**config.mk**
```make
export PLATFORM = sky130hd
export DESIGN_NAME = rcrc_seq_flat
export DESIGN_NICKNAME = d
export VERILOG_FILES = /design/src/rtl/rcrc_pkg.sv /design/src/rtl/rcrc_seq_if.sv /design/src/rtl/rcrc_edge_q.sv /design/src/rtl/rcrc_seq.sv /design/src/flat_wrapper.sv
export SDC_FILE = /design/constraint.sdc
export NUM_CORES = 1
export LEC_CHECK = 0
export BUFFER_PORTS_ARGS = -buffer_cell sky130_fd_sc_hd__buf_4
export CAP_MARGIN = 20
export CELL_PAD_IN_SITES_DETAIL_PLACEMENT = 1
export CELL_PAD_IN_SITES_GLOBAL_PLACEMENT = 1
export CORE_ASPECT_RATIO = 2
export CORE_MARGIN = 2
export CORE_UTILIZATION = 38
export DETAILED_ROUTE_END_ITERATION = 6
export PLACE_DENSITY = 0.82
export SLEW_MARGIN = 20
export SYNTH_ARGS = -nofsm -noshare
export SYNTH_HDL_FRONTEND = slang
export SYNTH_SLANG_ARGS = --single-unit
```
**constraint.sdc**
```tcl
create_clock -name clock -period 2.75 [get_ports clock]
set_input_delay 0.55 -clock clock [delete_from_list [all_inputs] [get_ports clock]]
set_output_delay 0.55 -clock clock [all_outputs]
set_load 0.05 [all_outputs]
```
**src/rtl/rcrc_pkg.sv**
```systemverilog
// Shared constants, state encoding and the CRC-15 step for the receive-CRC sequencer.
package rcrc_pkg;

    localparam int              CRC_W      = 15;
    localparam logic [CRC_W-1:0] CRC_POLY  = 15'h4599;
    localparam int              RXCRC_BITS = 15;

    typedef enum logic [2:0] {
        IDLE    = 3'd0,
        CALC    = 3'd1,
        RXCRC   = 3'd2,
        COMPARE = 3'd3,
        DONE    = 3'd4
    } rcrc_state_e;

    // One mod-2 division step of the CAN CRC-15; the x^15 term is implicit.
    function automatic logic [CRC_W-1:0] crc_step(input logic [CRC_W-1:0] c, input logic b);
        logic fb;
        fb = b ^ c[CRC_W-1];
        return {c[CRC_W-2:0], 1'b0} ^ (fb ? CRC_POLY : '0);
    endfunction

endpackage

```
**src/rtl/rcrc_seq_if.sv**
```systemverilog
// Bit-stream inputs and CRC/verdict outputs of the receive-CRC sequencer.
// Stats outputs frame_cnt/err_cnt exist only when RCRC_SEQ_STATS_EN is defined.
interface rcrc_seq_if;
    import rcrc_pkg::*;

    // bit_valid is a level strobe with no ready: a bit is consumed on the first
    // cycle bit_valid is high while the qualifier is armed; the source must hold it
    // low for MIN_GAP cycles before presenting the next bit.
    logic             start;
    logic             bit_valid;
    logic             bit_in;
    logic             crc_field;
    logic [CRC_W-1:0] crc_q;
    logic [CRC_W-1:0] rx_crc;
    logic             crc_ok;
    logic             crc_err;
    logic             strobe_err;
    logic             busy;
    rcrc_state_e      state_dbg;
`ifdef RCRC_SEQ_STATS_EN
    logic [15:0]      frame_cnt;
    logic [7:0]       err_cnt;
`endif

    modport master (
        output start, bit_valid, bit_in, crc_field,
`ifdef RCRC_SEQ_STATS_EN
        input  frame_cnt, err_cnt,
`endif
        input  crc_q, rx_crc, crc_ok, crc_err, strobe_err, busy, state_dbg
    );

    modport slave (
        input  start, bit_valid, bit_in, crc_field,
`ifdef RCRC_SEQ_STATS_EN
        output frame_cnt, err_cnt,
`endif
        output crc_q, rx_crc, crc_ok, crc_err, strobe_err, busy, state_dbg
    );

endinterface

```
**src/rtl/rcrc_edge_q.sv**
```systemverilog
// Edge qualifier: turns the level bit strobe into one accept pulse per bit and
// flags rising edges that arrive before MIN_GAP low cycles have elapsed.
module rcrc_edge_q #(
    parameter int MIN_GAP = 1
) (
    input  logic clock,
    input  logic reset,
    input  logic bit_valid,
    output logic accept,
    output logic drop
);

    localparam int GW = (MIN_GAP > 1) ? $clog2(MIN_GAP) : 1;

    logic          armed;
    logic          bit_valid_d;
    logic [GW-1:0] gap_cnt;

    always_ff @(posedge clock or posedge reset) begin
        if (reset) begin
            armed       <= 1'b1;
            bit_valid_d <= 1'b0;
            gap_cnt     <= '0;
        end else begin
            bit_valid_d <= bit_valid;
            if (bit_valid) begin
                gap_cnt <= '0;
                armed   <= 1'b0;
            end else if (gap_cnt >= GW'(MIN_GAP - 1)) begin
                armed   <= 1'b1;
            end else begin
                gap_cnt <= gap_cnt + GW'(1);
            end
        end
    end

    assign accept = bit_valid && armed;
    assign drop   = bit_valid && !bit_valid_d && !armed;

endmodule

```
**src/rtl/rcrc_seq.sv**
```systemverilog
// Receive-CRC sequencer: runs CRC-15 over SOF..data, captures the received CRC field
// and issues a registered verdict. Define RCRC_SEQ_STATS_EN for frame/error counters.
module rcrc_seq
    import rcrc_pkg::*;
#(
    parameter int MIN_GAP = 1
) (
    input  logic       clock,
    input  logic       reset,
    rcrc_seq_if.slave  bus
);

    rcrc_state_e      state;
    logic [CRC_W-1:0] crc_q;
    logic [CRC_W-1:0] rx_crc;
    logic [3:0]       bit_cnt;
    logic             crc_ok;
    logic             crc_err;
    logic             strobe_err;
    logic             busy;
    logic             accept;
    logic             drop;

    rcrc_edge_q #(.MIN_GAP(MIN_GAP)) u_edge_q (
        .clock     (clock),
        .reset     (reset),
        .bit_valid (bus.bit_valid),
        .accept    (accept),
        .drop      (drop)
    );

    always_ff @(posedge clock or posedge reset) begin
        if (reset) begin
            state      <= IDLE;
            crc_q      <= '0;
            rx_crc     <= '0;
            bit_cnt    <= '0;
            crc_ok     <= 1'b0;
            crc_err    <= 1'b0;
            strobe_err <= 1'b0;
            busy       <= 1'b0;
        end else begin
            if (drop) strobe_err <= 1'b1;
            // start outranks everything, including a bit accepted in the same cycle.
            if (bus.start) begin
                state      <= CALC;
                crc_q      <= '0;
                rx_crc     <= '0;
                bit_cnt    <= '0;
                crc_ok     <= 1'b0;
                crc_err    <= 1'b0;
                strobe_err <= 1'b0;
                busy       <= 1'b1;
            end else begin
                case (state)
                    CALC: if (accept) begin
                        if (!bus.crc_field) begin
                            crc_q <= crc_step(crc_q, bus.bit_in);
                        end else begin
                            rx_crc  <= {rx_crc[CRC_W-2:0], bus.bit_in};
                            bit_cnt <= 4'd1;
                            state   <= RXCRC;
                        end
                    end
                    RXCRC: if (accept) begin
                        if (!bus.crc_field) begin
                            crc_err <= 1'b1;
                            busy    <= 1'b0;
                            state   <= IDLE;
                        end else begin
                            rx_crc  <= {rx_crc[CRC_W-2:0], bus.bit_in};
                            bit_cnt <= bit_cnt + 4'd1;
                            if (bit_cnt == 4'(RXCRC_BITS - 1)) state <= COMPARE;
                        end
                    end
                    COMPARE: begin
                        crc_ok  <= (crc_q == rx_crc);
                        crc_err <= (crc_q != rx_crc);
                        busy    <= 1'b0;
                        state   <= DONE;
                    end
                    default: ;
                endcase
            end
        end
    end

    assign bus.crc_q      = crc_q;
    assign bus.rx_crc     = rx_crc;
    assign bus.crc_ok     = crc_ok;
    assign bus.crc_err    = crc_err;
    assign bus.strobe_err = strobe_err;
    assign bus.busy       = busy;
    assign bus.state_dbg  = state;

`ifdef RCRC_SEQ_STATS_EN
    logic        frame_err;
    logic        verdict_evt;
    logic        fail_evt;
    logic [15:0] frame_cnt;
    logic [7:0]  err_cnt;

    // A verdict is either the COMPARE result or a framing error in RXCRC.
    assign frame_err   = (state == RXCRC) && accept && !bus.crc_field;
    assign verdict_evt = !bus.start && ((state == COMPARE) || frame_err);
    assign fail_evt    = !bus.start && (((state == COMPARE) && (crc_q != rx_crc)) || frame_err);

    always_ff @(posedge clock or posedge reset) begin
        if (reset) begin
            frame_cnt <= '0;
            err_cnt   <= '0;
        end else begin
            if (verdict_evt && (frame_cnt != 16'hFFFF)) frame_cnt <= frame_cnt + 16'd1;
            if (fail_evt && (err_cnt != 8'hFF))         err_cnt   <= err_cnt + 8'd1;
        end
    end

    assign bus.frame_cnt = frame_cnt;
    assign bus.err_cnt   = err_cnt;
`endif

endmodule

```
**src/flat_wrapper.sv**
```systemverilog
// flat-port wrapper written by rule: the top's interface ports become plain ports
module rcrc_seq_flat import rcrc_pkg::*;
#(
    parameter int MIN_GAP = 1
)
  (clock, reset, bus_start, bus_bit_valid, bus_bit_in, bus_crc_field, bus_crc_q, bus_rx_crc, bus_crc_ok, bus_crc_err, bus_strobe_err, bus_busy, bus_state_dbg);
  rcrc_seq_if bus_i ();
  input  logic clock;
  input  logic reset;
  input wire logic [$bits(bus_i.start)-1:0] bus_start;
  input wire logic [$bits(bus_i.bit_valid)-1:0] bus_bit_valid;
  input wire logic [$bits(bus_i.bit_in)-1:0] bus_bit_in;
  input wire logic [$bits(bus_i.crc_field)-1:0] bus_crc_field;
  output wire logic [$bits(bus_i.crc_q)-1:0] bus_crc_q;
  output wire logic [$bits(bus_i.rx_crc)-1:0] bus_rx_crc;
  output wire logic [$bits(bus_i.crc_ok)-1:0] bus_crc_ok;
  output wire logic [$bits(bus_i.crc_err)-1:0] bus_crc_err;
  output wire logic [$bits(bus_i.strobe_err)-1:0] bus_strobe_err;
  output wire logic [$bits(bus_i.busy)-1:0] bus_busy;
  output wire logic [$bits(bus_i.state_dbg)-1:0] bus_state_dbg;
  assign bus_i.start = bus_start;
  assign bus_i.bit_valid = bus_bit_valid;
  assign bus_i.bit_in = bus_bit_in;
  assign bus_i.crc_field = bus_crc_field;
  assign bus_crc_q = bus_i.crc_q;
  assign bus_rx_crc = bus_i.rx_crc;
  assign bus_crc_ok = bus_i.crc_ok;
  assign bus_crc_err = bus_i.crc_err;
  assign bus_strobe_err = bus_i.strobe_err;
  assign bus_busy = bus_i.busy;
  assign bus_state_dbg = bus_i.state_dbg;
  rcrc_seq #(.MIN_GAP(MIN_GAP)) u_core (.clock(clock), .reset(reset), .bus(bus_i));
endmodule
```
==> results.txt, run 1 <==
The initial antenna violation count came out at 0. The maximum clock frequency is 448.4 MHz. The portion of total power attributed to the clock network came out at 0.333. Across the run, the number of max-cap violations was 0.

The smallest hold slack is 0.3941 ns. The internal power of the cells totals 1378 µW. The area of the die is 6502 µm².

The max-slew violation total from the final report came to 0. The worst hold path belongs to the class in -> reg. For this run, the leading register cell type out of synthesis is sky130_fd_sc_hd__dfrtp_1. The number of synthesized flops with an enable pin came out at 0. The worst setup path is of the reg -> reg kind. Once placement completed, the tool counted placed cells totaling 315.

The count of clock tree sinks came out at 43. The number of nets in the layout is 269. A synthesized cell averages 10.27 µm². For the final database, setup skew stands at 0.003150 ns. Once detailed placement completed, the half-perimeter wirelength came to 4.409 mm. The clock insertion delay at the later pin of the skew report is 0.29 ns. The count of placed standard cells in the final layout, fillers left out came out at 323. The total via count after detailed routing is 1788. The startpoint kind of the worst setup timing path is a flop. The die span in y came out at 112.1 µm. In this run, CTS created clock tree buffers numbering 5. The peak supply drop is 590.8 µV. The I/O pin total came out at 43. The fraction of final layout cells with drive strength greater than 1 is 0.2519.

The share of total power dissipated in sequential elements is 0.360. The share of total power in combinational logic is 0.307. The number of global-route vias before repair is 1919.

The global-route usage over all layers is 0.2035. The area of the placeable core came out at 5660 µm². Post-CTS repair changed the size of 0 cells. The endpoint required time on the critical path came out at 2.96 ns.

The tightest slew margin relative to the limit is 0.3360. TritonCTS built the clock tree. For this run the aggregate overflow at the end of global routing stands at 0.

The portion of the post-synthesis area used by sequential elements came out at 0.4856. The global placer's final weighted congestion is 0.7797. The arrival time at the worst endpoint came out at 2.44 ns. The synthesized instance count is 216. The synthesized design contains 43 register bits. The number of buffer cells added on primary ports is 42. The number of nets produced by synthesis is 224. The hold buffer count at cts is 0. The proportion of total power due to net switching came out at 0.3522. The final critical-path share of the clock period came out at 0.8110.

In this run the static leakage power is 0.001323 µW. In the layout the commonest cells are 49 x sky130_fd_sc_hd__buf_4, 42 x sky130_fd_sc_hd__dfrtp_1, 22 x sky130_fd_sc_hd__inv_1, 21 x sky130_fd_sc_hd__nor2_1, 20 x sky130_fd_sc_hd__o21ai_0. The floorplan die width is 58.03 µm.

The buffer levels on the longest clock path came out at 2. The kind of capture point of the worst setup path is a flop. The sum of negative setup slack is 0 ns. The filler cell count in the final layout came out at 653. For the pin with the worst max-slew slack, the measured transition is 0.9926 ns. The clock-pin transition on the worst setup and hold timing paths is 0.06 ns.

From synthesis to final layout, the design area changed by 24.76%. The synthesized netlist occupies a cell area of 2218 µm². The mean routed wirelength per cell came out at 18.80 µm. After synthesis, the share of flip-flops with an asynchronous set or reset is 1.000. The first routing iteration left 35 violations. CTS built an H-tree with a depth of 2.

The run finished with clean final reports. The power density of the placed cells is 768.5 nW/µm². The number of cell rows came out at 39. The count of synthesis-stage warnings from yosys came out at 0. The count of cell types in the netlist is 42.

The per-cell via count in the routed design came out at 5.536. The total detailed-routing wirelength is 6.074 mm. The number of setup violations in the final report is 0. The residual antenna-violating net count after detailed routing is 0. The effective utilization at floorplan came out at 0.3919. The maximum number of pins on one net before global-route repair is 44. The total count of hold-check failures in the final report came out at 0.

The library cell used most frequently in the layout, excluding fill and tap cells, is sky130_fd_sc_hd__buf_4. The global-route wire length before repair came out at 9.832 mm. The number of diodes added for antenna fixing came out at 0. The number of setup buffers added after CTS came out at 0. Setup repair after global routing left no endpoint under its margin. The number of detailed-route iterations in the first pass came out at 4.

The critical-path maximum fanout came out at 21. The tree is rooted in a sky130_fd_sc_hd__clkbuf_16. For this design the total switching power over the nets is 749.1 µW. The clock period could shrink to 2.230 ns. The count of unresolved DRC violations after routing came out at 0.
[stage by stage]
stage / power, µW / cell area [µm²] / setup WS, ns / util
3_3_place_gp: 1407 / 2590 / 0.4961 / 0.4576
3_5_place_dp: 1430 / 2590 / 0.4058 / 0.4576
2_1_floorplan: 1254 / 2218 / 0.6331 / -
5_1_grt: 2215 / 2768 / 0.3134 / 0.4889
6_report: 2127 / 2768 / 0.5199 / 0.4889
4_1_cts: 2146 / 2768 / 0.5181 / 0.4889
[flip-flops by register name (all words and copies together) (netlist names)]
name and cells:
u_core.bus.crc_q 15, u_core.bus.rx_crc 15, u_core.bit_cnt 4, u_core.bus.state_dbg 3, u_core.bus.busy 1, u_core.bus.crc_err 1, u_core.bus.crc_ok 1, u_core.bus.strobe_err 1
u_core.u_edge_q.armed 1, u_core.u_edge_q.bit_valid_d 1
[worst paths after layout]
kind / slack [ns] / depth (start not counted) / from / to
min in group asynchronous: 0.41 / 3 / reset / u_core.bus.strobe_err$_DFFE_PP0P_
setup / recovery: 0.52 / 5 / u_core.bus.state_dbg[0]$_DFFE_PP0P_ / u_core.bus.rx_crc[11]$_DFFE_PP0P_
max in group asynchronous: 1.94 / 3 / reset / u_core.bit_cnt[3]$_DFFE_PP0P_
hold / removal: 0.39 / 1 / bus_bit_valid / u_core.u_edge_q.bit_valid_d$_DFF_PP0_
hold reg to reg: 0.51 / 2 / u_core.bus.strobe_err$_DFFE_PP0P_ / u_core.bus.strobe_err$_DFFE_PP0P_
setup reg to reg: 0.52 / 5 / u_core.bus.state_dbg[0]$_DFFE_PP0P_ / u_core.bus.rx_crc[11]$_DFFE_PP0P_
[power by group through the flow]
stage	registers, µW	logic [µW]	clock network [µW]
3_5_place_dp	777	653	0
2_1_floorplan	908	346	0
4_1_cts	767	660	719
5_1_grt	773	697	745
3_3_place_gp	773	634	0
6_report	765	653	708
[worst max-delay path: stages, from the launching register on]
cell and delay [ns]:
sky130_fd_sc_hd__dfrtp_1 0.49, sky130_fd_sc_hd__xnor2_1 0.25, sky130_fd_sc_hd__o41ai_4 0.90, sky130_fd_sc_hd__buf_4 0.33
sky130_fd_sc_hd__nand3_1 0.10, sky130_fd_sc_hd__o21ai_0 0.08
[synthesized netlist by cell type (all sizes together) (2+ instances only)]
cell type	n	area (µm²)
dfrtp	42	1051
inv	22	82.58
nor2	21	78.83
o21ai	20	100.1
nand3	16	80.08
xor2	15	131.4
mux2i	13	130.1
xnor2	9	78.83
buf	6	50.04
nor4	6	37.54
clkbuf	5	22.52
nand2	5	18.77
a21oi	4	20.02
nor3	4	31.28
o41ai	3	45.05
a211oi	2	20.02
a32o	2	20.02
ha	2	25.02
nor2b	2	12.51
nor4b	2	17.52
[logic make-up after synthesis]
| logic type | share of synthesized area |
|---|---|
| DFF | 0.4856 |
| buffers and inverters | 0.06993 |
| and+or+nand+nor | 0.1523 |
| xor gates and xnor gates | 0.09476 |
| adders and majority gates | 0.01128 |
| AOI/OAI and AO/OA | 0.1224 |
| muxes | 0.06373 |
[layer usage]
layer | vias to the layer above | track usage | wire [µm]
met5 | - | 0 | 0
met4 | 0 | 0.1209 | 285
met3 | 18 | 0.03687 | 192
met2 | 46 | 0.3553 | 3312
met1 | 900 | 0.2196 | 2283
li1 | 824 | - | -
[final cells by class]
type	instances	area [µm²]	share of cell area
clock buffer	6	138.9	0.05018
clock inverter	2	38.79	0.01401
inverter	22	82.58	0.02984
multi-input combinational	140	985.9	0.3562
sequential	43	1077	0.3892
tap	61	76.32	0.02758
timing repair buffer	49	367.9	0.1329
(Power assumes the default switching activity.)
==> run 2: changes to the inputs <==
- clock period: 2.75 -> 2.3 ns (I/O delays scaled with it)
==> run 2 against run 1 <==
Routed wire length is 0.82% higher; design area shrank 1.1%; non-clock buffer count rose by 1; worst setup slack lost 0.33 ns; utilization down 0.53 points; critical path depth did not move; sequential power grew 22%; sequential share of layout area increased by 0.43 points; final cell count rose by 0.31%; clock skew rose by 0.0020 ns; critical path type unchanged; largest cell class unchanged; largest power group unchanged; highest routed layer unchanged.
==> results.txt, run 2 (synthesis results as in run 1) <==
The run finished with clean final reports. The area of the placeable core is 5660 µm². During I/O placement, the number of pins put on the boundary was 43.

Measured against its own limit, the worst slew margin works out to 0.4869. The maximum number of pins on one net before global-route repair came out at 44. 0 antenna diodes ended up in the layout. The first global-routing pass estimated 9.777 mm of wire. The mean routed wirelength per cell is 18.90 µm.

After detailed routing, the number of vias per cell comes to 5.472. The power density of the placed cells came out at 866.9 nW/µm². The total via count after detailed routing came out at 1773. The internal power contribution is 1488 µW.

The global placer's final weighted congestion came out at 0.8531. The initialized floorplan defines 39 standard-cell rows. The portion of total power attributed to the clock network came out at 0.290.

For this run, design rule violations remaining after detail routing come to 0. By startpoint and endpoint, the worst setup path is classified as reg -> reg. The post-layout worst setup margin is 0.1920 ns. The floorplan die width came out at 58.03 µm. The area of the die came out at 6502 µm². Once layout is done, the placed cells without fillers occupy 2738 µm².

Clock tree synthesis inserted a total of 5 buffers. The number of buffer cells added on primary ports is 42. Along the worst path, the maximum fanout reaches 14.

The clock insertion delay at the later pin of the skew report is 0.29 ns. The measured slew at the worst slew-check pin is 0.7642 ns. The leakage power figure is 0.001314 µW. After clock tree synthesis, the clock-pin slew on the worst setup and hold paths is 0.06 ns.

The effective utilization at floorplan came out at 0.3919. The sum of negative setup slack came out at 0 ns. Hold repair after CTS inserted 0 buffers. The number of global-route vias before repair came to 1888. The largest registers in the layout are u_core.bus.crc_q x15, u_core.bus.rx_crc x15, u_core.bit_cnt x4. After detailed placement, the total cell area comes to 2597 µm². The count of routing violations after the opening detailed-route iteration is 63. The kind of capture point of the worst setup path is a flop.

The worst setup path is launched from a flop. Of the total power, the share spent switching nets is 0.3730. For flop-to-flop paths, the worst setup slack is 0.19 ns.

The residual antenna-violating net count after detailed routing is 0. The number of setup violations in the final report is 0. The number of detailed-route iterations in the first pass came out at 4. TritonCTS built the clock tree.

The top cell types in the final layout, fill and taps aside, are 50 x sky130_fd_sc_hd__buf_4, 42 x sky130_fd_sc_hd__dfrtp_1, 22 x sky130_fd_sc_hd__inv_1, 21 x sky130_fd_sc_hd__nor2_1, 20 x sky130_fd_sc_hd__o21ai_0. Leaving out fill and tap cells, the most frequent cell in the layout is sky130_fd_sc_hd__buf_4. The fraction of final layout cells with drive strength greater than 1 came out at 0.2548. The endpoint required time on the critical path came out at 2.47 ns.

The smallest hold slack came out at 0.3083 ns. The final critical-path share of the clock period came out at 0.9165. The global-route usage over all layers came out at 0.2026.

Derived from the worst setup path, the maximum achievable clock frequency is 474.4 MHz. Setup repair after global routing left no endpoint under its margin. The initial antenna violation count came out at 0. In this run the clock root is driven by a sky130_fd_sc_hd__clkbuf_16. The final global-route overflow total came out at 0. The post-place setup slack came out at 0.2212 ns. Once the clock tree was built, the setup fixing pass inserted 0 buffers. The total detailed-routing wirelength is 6.124 mm.

At the worst endpoint, the arrival time is 2.28 ns. The sequential fraction of design power is 0.393. Once the clock tree was built, the resizer swapped 0 gates to a different size. The minimum period implied by the final worst setup slack is 2.108 ns. The count of clock tree sinks came out at 43. Across the VDD grid, the largest voltage drop is 637.4 µV. The layout overhead on the synthesized area came out at 23.41%.

The share of total power in combinational logic came out at 0.317. The buffer levels on the longest clock path is 2. The max-slew violation total from the final report is 0. The total count of hold-check failures in the final report came out at 0. The number of levels in the clock H-tree is 2.

The net switching power is 885.1 µW. Summed over all nets, the half-perimeter wirelength after detailed placement is 4.392 mm. The number of nets in the layout came out at 270.

The kind of path behind the tightest hold check is in -> reg. Clock skew on the completed layout was measured at 0.005199 ns. In this run the vertical extent of the chip is 112.1 µm.

The count of max-cap constraint violations came out at 0.
[run 2: worst paths after layout]
check	startpoint	to	depth (start not counted)
max	u_core.bus.state_dbg[1]$_DFFE_PP0P_	u_core.bus.rx_crc[14]$_DFFE_PP0P_	5
min	bus_bit_valid	u_core.u_edge_q.bit_valid_d$_DFF_PP0_	1
max reg2reg	u_core.bus.state_dbg[1]$_DFFE_PP0P_	u_core.bus.rx_crc[14]$_DFFE_PP0P_	5
min reg2reg	u_core.bus.strobe_err$_DFFE_PP0P_	u_core.bus.strobe_err$_DFFE_PP0P_	2
max in group asynchronous	reset	u_core.bus.rx_crc[11]$_DFFE_PP0P_	3
min in group asynchronous	reset	u_core.bus.strobe_err$_DFFE_PP0P_	3
[run 2: final cells by class]
class | count | area (µm²)
Clock buffer | 5 | 125.1
Clock inverter | 3 | 15.01
Fill cell | 658 | 2923
Inverter | 22 | 82.58
Multi-Input combinational cell | 140 | 985.9
Sequential cell | 43 | 1077
Tap cell | 61 | 76.32
Timing Repair Buffer | 50 | 375.4
[run 2: power groups by stage]
stage | combinational [µW] | clock (µW) | sequential (µW)
2_1_floorplan | 414 | 0 | 1090
3_3_place_gp | 727 | 0 | 945
3_5_place_dp | 754 | 0 | 947
4_1_cts | 760 | 710 | 934
5_1_grt | 805 | 732 | 946
6_report | 753 | 688 | 932
[run 2: layer usage]
metal | vias to the layer above | global-route usage | part of all wire
met5 | - | 0 | 0
met4 | 0 | 0.09922 | 0.031
met3 | 15 | 0.03571 | 0.029
met2 | 43 | 0.3735 | 0.57
met1 | 887 | 0.2101 | 0.37
li1 | 828 | - | -
[run 2: worst max-delay path, stage by stage, from the launching register on]
cell	delay, ns
sky130_fd_sc_hd__dfrtp_1	0.58
sky130_fd_sc_hd__xnor2_1	0.23
sky130_fd_sc_hd__o41ai_4	0.63
sky130_fd_sc_hd__buf_4	0.30
sky130_fd_sc_hd__nand3_1	0.10
sky130_fd_sc_hd__o21ai_0	0.14
[run 2: stage by stage]
stage          instances    util  power (µW)
2_1_floorplan        216       -        1499
3_3_place_gp         316  0.4589        1672
3_5_place_dp         316  0.4589        1701
4_1_cts              324  0.4836        2405
5_1_grt              324  0.4836        2483
6_report             324  0.4836        2373
==> run 3: changes to the inputs <==
--- a/config.mk
+++ b/config.mk
@@ -14,7 +14,8 @@
 export CORE_UTILIZATION = 38
 export DETAILED_ROUTE_END_ITERATION = 6
-export PLACE_DENSITY = 0.82
+export PLACE_DENSITY = 0.84
 export SLEW_MARGIN = 20
 export SYNTH_ARGS = -nofsm -noshare
 export SYNTH_HDL_FRONTEND = slang
+export SYNTH_HIERARCHICAL = 1
 export SYNTH_SLANG_ARGS = --single-unit
==> constraint.sdc (replaced) <==
create_clock -name clock -period 2.3 [get_ports clock]
set_input_delay 0.46 -clock clock [delete_from_list [all_inputs] [get_ports clock]]
set_output_delay 0.46 -clock clock [all_outputs]
set_load 0.005 [all_outputs]
==> run 3 against run 2 <==
Non-clock buffer count shrank 2; clock power shrank 23%; final cell count grew 1.5%; first-iteration DRC count shrank 46%; synthesized area shrank 6.9%; worst setup slack gained 0.15 ns; critical path type unchanged; largest power group unchanged.
==> results.txt, run 3 <==
The flow ran to the end, and the final reports show no timing, DRC or antenna violations. Summing every instance area after synthesis gives 2066 µm². The max-slew violation total from the final report came out at 0. The count of placed standard cells in the final layout, fillers left out came out at 329. The number of detailed-route iterations in the first pass is 4. At the end of routability-driven placement, the weighted congestion stood at 0.7993.

The number of levels in the clock H-tree is 2. For the worst-skew pair, the clock arrives at the later sink with an insertion delay of 0.30 ns. Entering global routing, the biggest net connects 42 pins.

For this run the aggregate overflow at the end of global routing stands at 0. The per-cell via count in the routed design is 5.325. The die is 108.3 µm tall. The tree is rooted in a sky130_fd_sc_hd__clkbuf_8. The filler cell count in the final layout came out at 666. The global-route wire length before repair is 9.294 mm. The top flip-flop cell by instance count after synthesis is sky130_fd_sc_hd__dfrtp_1. The number of synthesized register bits came out at 43. In this run the mean area of a mapped cell was 9.222 µm².

The number of diodes added for antenna fixing came out at 0. The total detailed-routing wirelength is 5.481 mm. The layout overhead on the synthesized area came out at 23.62%. Measured against its own limit, the worst slew margin works out to 0.6480. In the post-synthesis netlist, the biggest area contributors are sky130_fd_sc_hd__dfrtp_1 51%, sky130_fd_sc_hd__nand2_1 11%, sky130_fd_sc_hd__a21oi_1 9.0%. The number of instances in the placed design is 320. Synthesis produced a netlist with a net count of 232. The library cell used most frequently in the layout, excluding fill and tap cells, is sky130_fd_sc_hd__nand2_1.

The area taken by multi-input logic gates came out at 912.1 µm². The uppermost metal layer occupied by signal nets is met4. The leakage power figure is 0.001229 µW. The effective utilization at floorplan came out at 0.3879. The measured slew at the worst slew-check pin came out at 0.5280 ns. The startpoint identified for the worst register-to-register timing path is u_core/u_edge_q/armed$_DFF_PP1_.

The worst setup path is captured at a flop. The total count of hold-check failures in the final report is 0. TritonCTS built the clock tree. Of all cell types, the one taking the most synthesized area is sky130_fd_sc_hd__dfrtp_1. The total power consumption of the routed design is 1462 µW. The storage element area is 1077 µm². The number of global-route vias before repair is 1870. The clock-pin transition on the worst setup and hold timing paths came out at 0.08 ns.

The path with the worst hold slack has its endpoint at u_core/u_edge_q/armed$_DFF_PP1_. The critical-path maximum fanout is 7. The wire length on met1 is 2.339 mm. Across the VDD grid, the largest voltage drop is 431.3 µV.

The mean routed wirelength per cell is 16.66 µm. In this run the cell area measured after placement is 2444 µm². The initial antenna violation count is 0. The number of different library cells used by synthesis comes to 37. Setup repair after global routing left no endpoint under its margin.

Across all layers, the routed design uses 1752 vias. The share of async-settable or async-resettable flops after synthesis is 1.000. The maximum clock frequency is 511.6 MHz.

The TritonCTS buffer count is 5. Port buffering added 42 buffers. The first routing iteration left 34 violations. After legalization and detailed placement, the total HPWL measured 3.879 mm. The floorplan die width came out at 56.14 µm. Gates resized during post-CTS repair numbered 0. The library cells used most frequently in the layout, excluding fill and tap cells, are 60 x sky130_fd_sc_hd__nand2_1, 47 x sky130_fd_sc_hd__buf_4, 42 x sky130_fd_sc_hd__dfrtp_1, 37 x sky130_fd_sc_hd__a21oi_1, 15 x sky130_fd_sc_hd__xor2_1. The total length of routed met2 wires is 2.822 mm. In this run the critical register-to-register path is captured at u_core/bit_cnt[3]$_DFFE_PP0P_. The portion of the post-synthesis area used by sequential elements came out at 0.5215. In the final layout, the registers with the most flip-flops are u_core/bus.crc_q x15, u_core/bus.rx_crc x15, u_core/bit_cnt x4.

Data arrives at the worst endpoint at 2.18 ns. Synthesis handed over a netlist of 224 instances. The hold buffer count at cts is 1. The worst-case clock skew is 0.002634 ns. The number of nets in the layout is 276.

Along the worst hold path, the cell count comes to 2. The I/O pin total is 43. The routed design uses 246 µm of met3 wire. The most used standard cell by instance count after synthesis is sky130_fd_sc_hd__nand2_1.

In the final layout, the share of cells above drive strength 1 is 0.2193. Yosys mapped a number of flops with a built-in enable equal to 0. The sum of negative setup slack is 0 ns. The minimum period implied by the final worst setup slack is 1.955 ns.

The count of clock tree sinks is 43. The number of setup violations in the final report is 0. The residual antenna-violating net count after detailed routing came out at 0. The worst hold path begins at bus_bit_valid. The final critical-path share of the clock period is 0.8498. Of the post-synthesis cell area, the dominant cell type holds 0.5088. The depth of the worst register-to-register path came out at 5. The area of the die is 6078 µm². The register-to-register path setup slack is 0.35 ns. The count of synthesis-stage warnings from yosys came out at 6. The core region is 5325 µm². The kind of critical path is reg -> reg. The buffer levels on the longest clock path is 2. The number of cell rows came out at 38. In the global route stage, overall resource usage came out at 0.1955. The startpoint kind of the worst setup timing path is a flop. The power density of the placed cells came out at 572.7 nW/µm². The endpoint required time on the critical path came out at 2.53 ns.

After synthesis, the most frequently instantiated cells are 60 x sky130_fd_sc_hd__nand2_1, 42 x sky130_fd_sc_hd__dfrtp_1, 37 x sky130_fd_sc_hd__a21oi_1, 15 x sky130_fd_sc_hd__xor2_1, 9 x sky130_fd_sc_hd__xnor2_1. Across the run, the number of max-cap violations was 0. The path class of the tightest hold or removal check is in -> reg.

After routing the design area is 2554 µm². The number of setup buffers added after CTS is 0. In the routed design, unresolved DRC markers number 0.
run 3: power by group:
group	switching [µW]	internal [µW]
sequential	19.5	772
combinational	83.6	58.6
clock	255	274
run 3: area by class of cell:
cell class                      instances  share of cell area
Sequential cell                        43              0.4219
Timing Repair Buffer                   48              0.1421
Multi-Input combinational cell        163              0.3572
Clock buffer                            8             0.03920
Tap cell                               60             0.02940
Inverter                                7             0.01029
run 3: stage by stage:
step / hold WS (ns) / worst slack, ns / util
global placement: 0.3239 / 0.4278 / 0.4589
floorplan: 0.2005 / 0.5644 / -
finish: 0.2855 / 0.3454 / 0.4796
global route: 0.2760 / 0.2145 / 0.4796
CTS: 0.2741 / 0.3383 / 0.4796
detailed placement: 0.3308 / 0.3443 / 0.4589
run 3: critical path, cell delays in order, from the launching register on:
cell and delay, ns:
sky130_fd_sc_hd__dfstp_2 0.54, sky130_fd_sc_hd__and2_2 0.19, sky130_fd_sc_hd__nand3b_1 0.14, sky130_fd_sc_hd__or2_1 0.34, sky130_fd_sc_hd__or4_1 0.54, sky130_fd_sc_hd__a21oi_1 0.13
run 3: worst max-delay path by stage:
stage,startpoint,end,slack (ns),depth (start not counted)
2_1_floorplan,u_core/u_edge_q/armed$_DFF_PP1_,u_core/bit_cnt[3]$_DFFE_PP0P_,0.56,5
3_3_place_gp,bus_bit_valid,u_core/bit_cnt[3]$_DFFE_PP0P_,0.43,6
3_5_place_dp,bus_bit_valid,u_core/bit_cnt[3]$_DFFE_PP0P_,0.34,6
4_1_cts,u_core/u_edge_q/armed$_DFF_PP1_,u_core/bit_cnt[3]$_DFFE_PP0P_,0.34,5
5_1_grt,u_core/u_edge_q/armed$_DFF_PP1_,u_core/bit_cnt[3]$_DFFE_PP0P_,0.21,5
6_report,u_core/u_edge_q/armed$_DFF_PP1_,u_core/bit_cnt[3]$_DFFE_PP0P_,0.35,5
run 3: cell families after synthesis:
family,share of synthesized area
AOI/OAI and AO/OA,0.1242
xor gates and xnor gates,0.1018
adders and majority gates,0.01211
buffers and inverters,0.03695
DFF,0.5215
muxes,0.005451
and+or+nand+nor,0.1981
run 3: routing by layer:
layer / track usage / vias to the layer above
met5: 0 / -
met4: 0.05782 / 0
met3: 0.03708 / 7
met2: 0.3353 / 47
met1: 0.2487 / 869
li1: - / 829
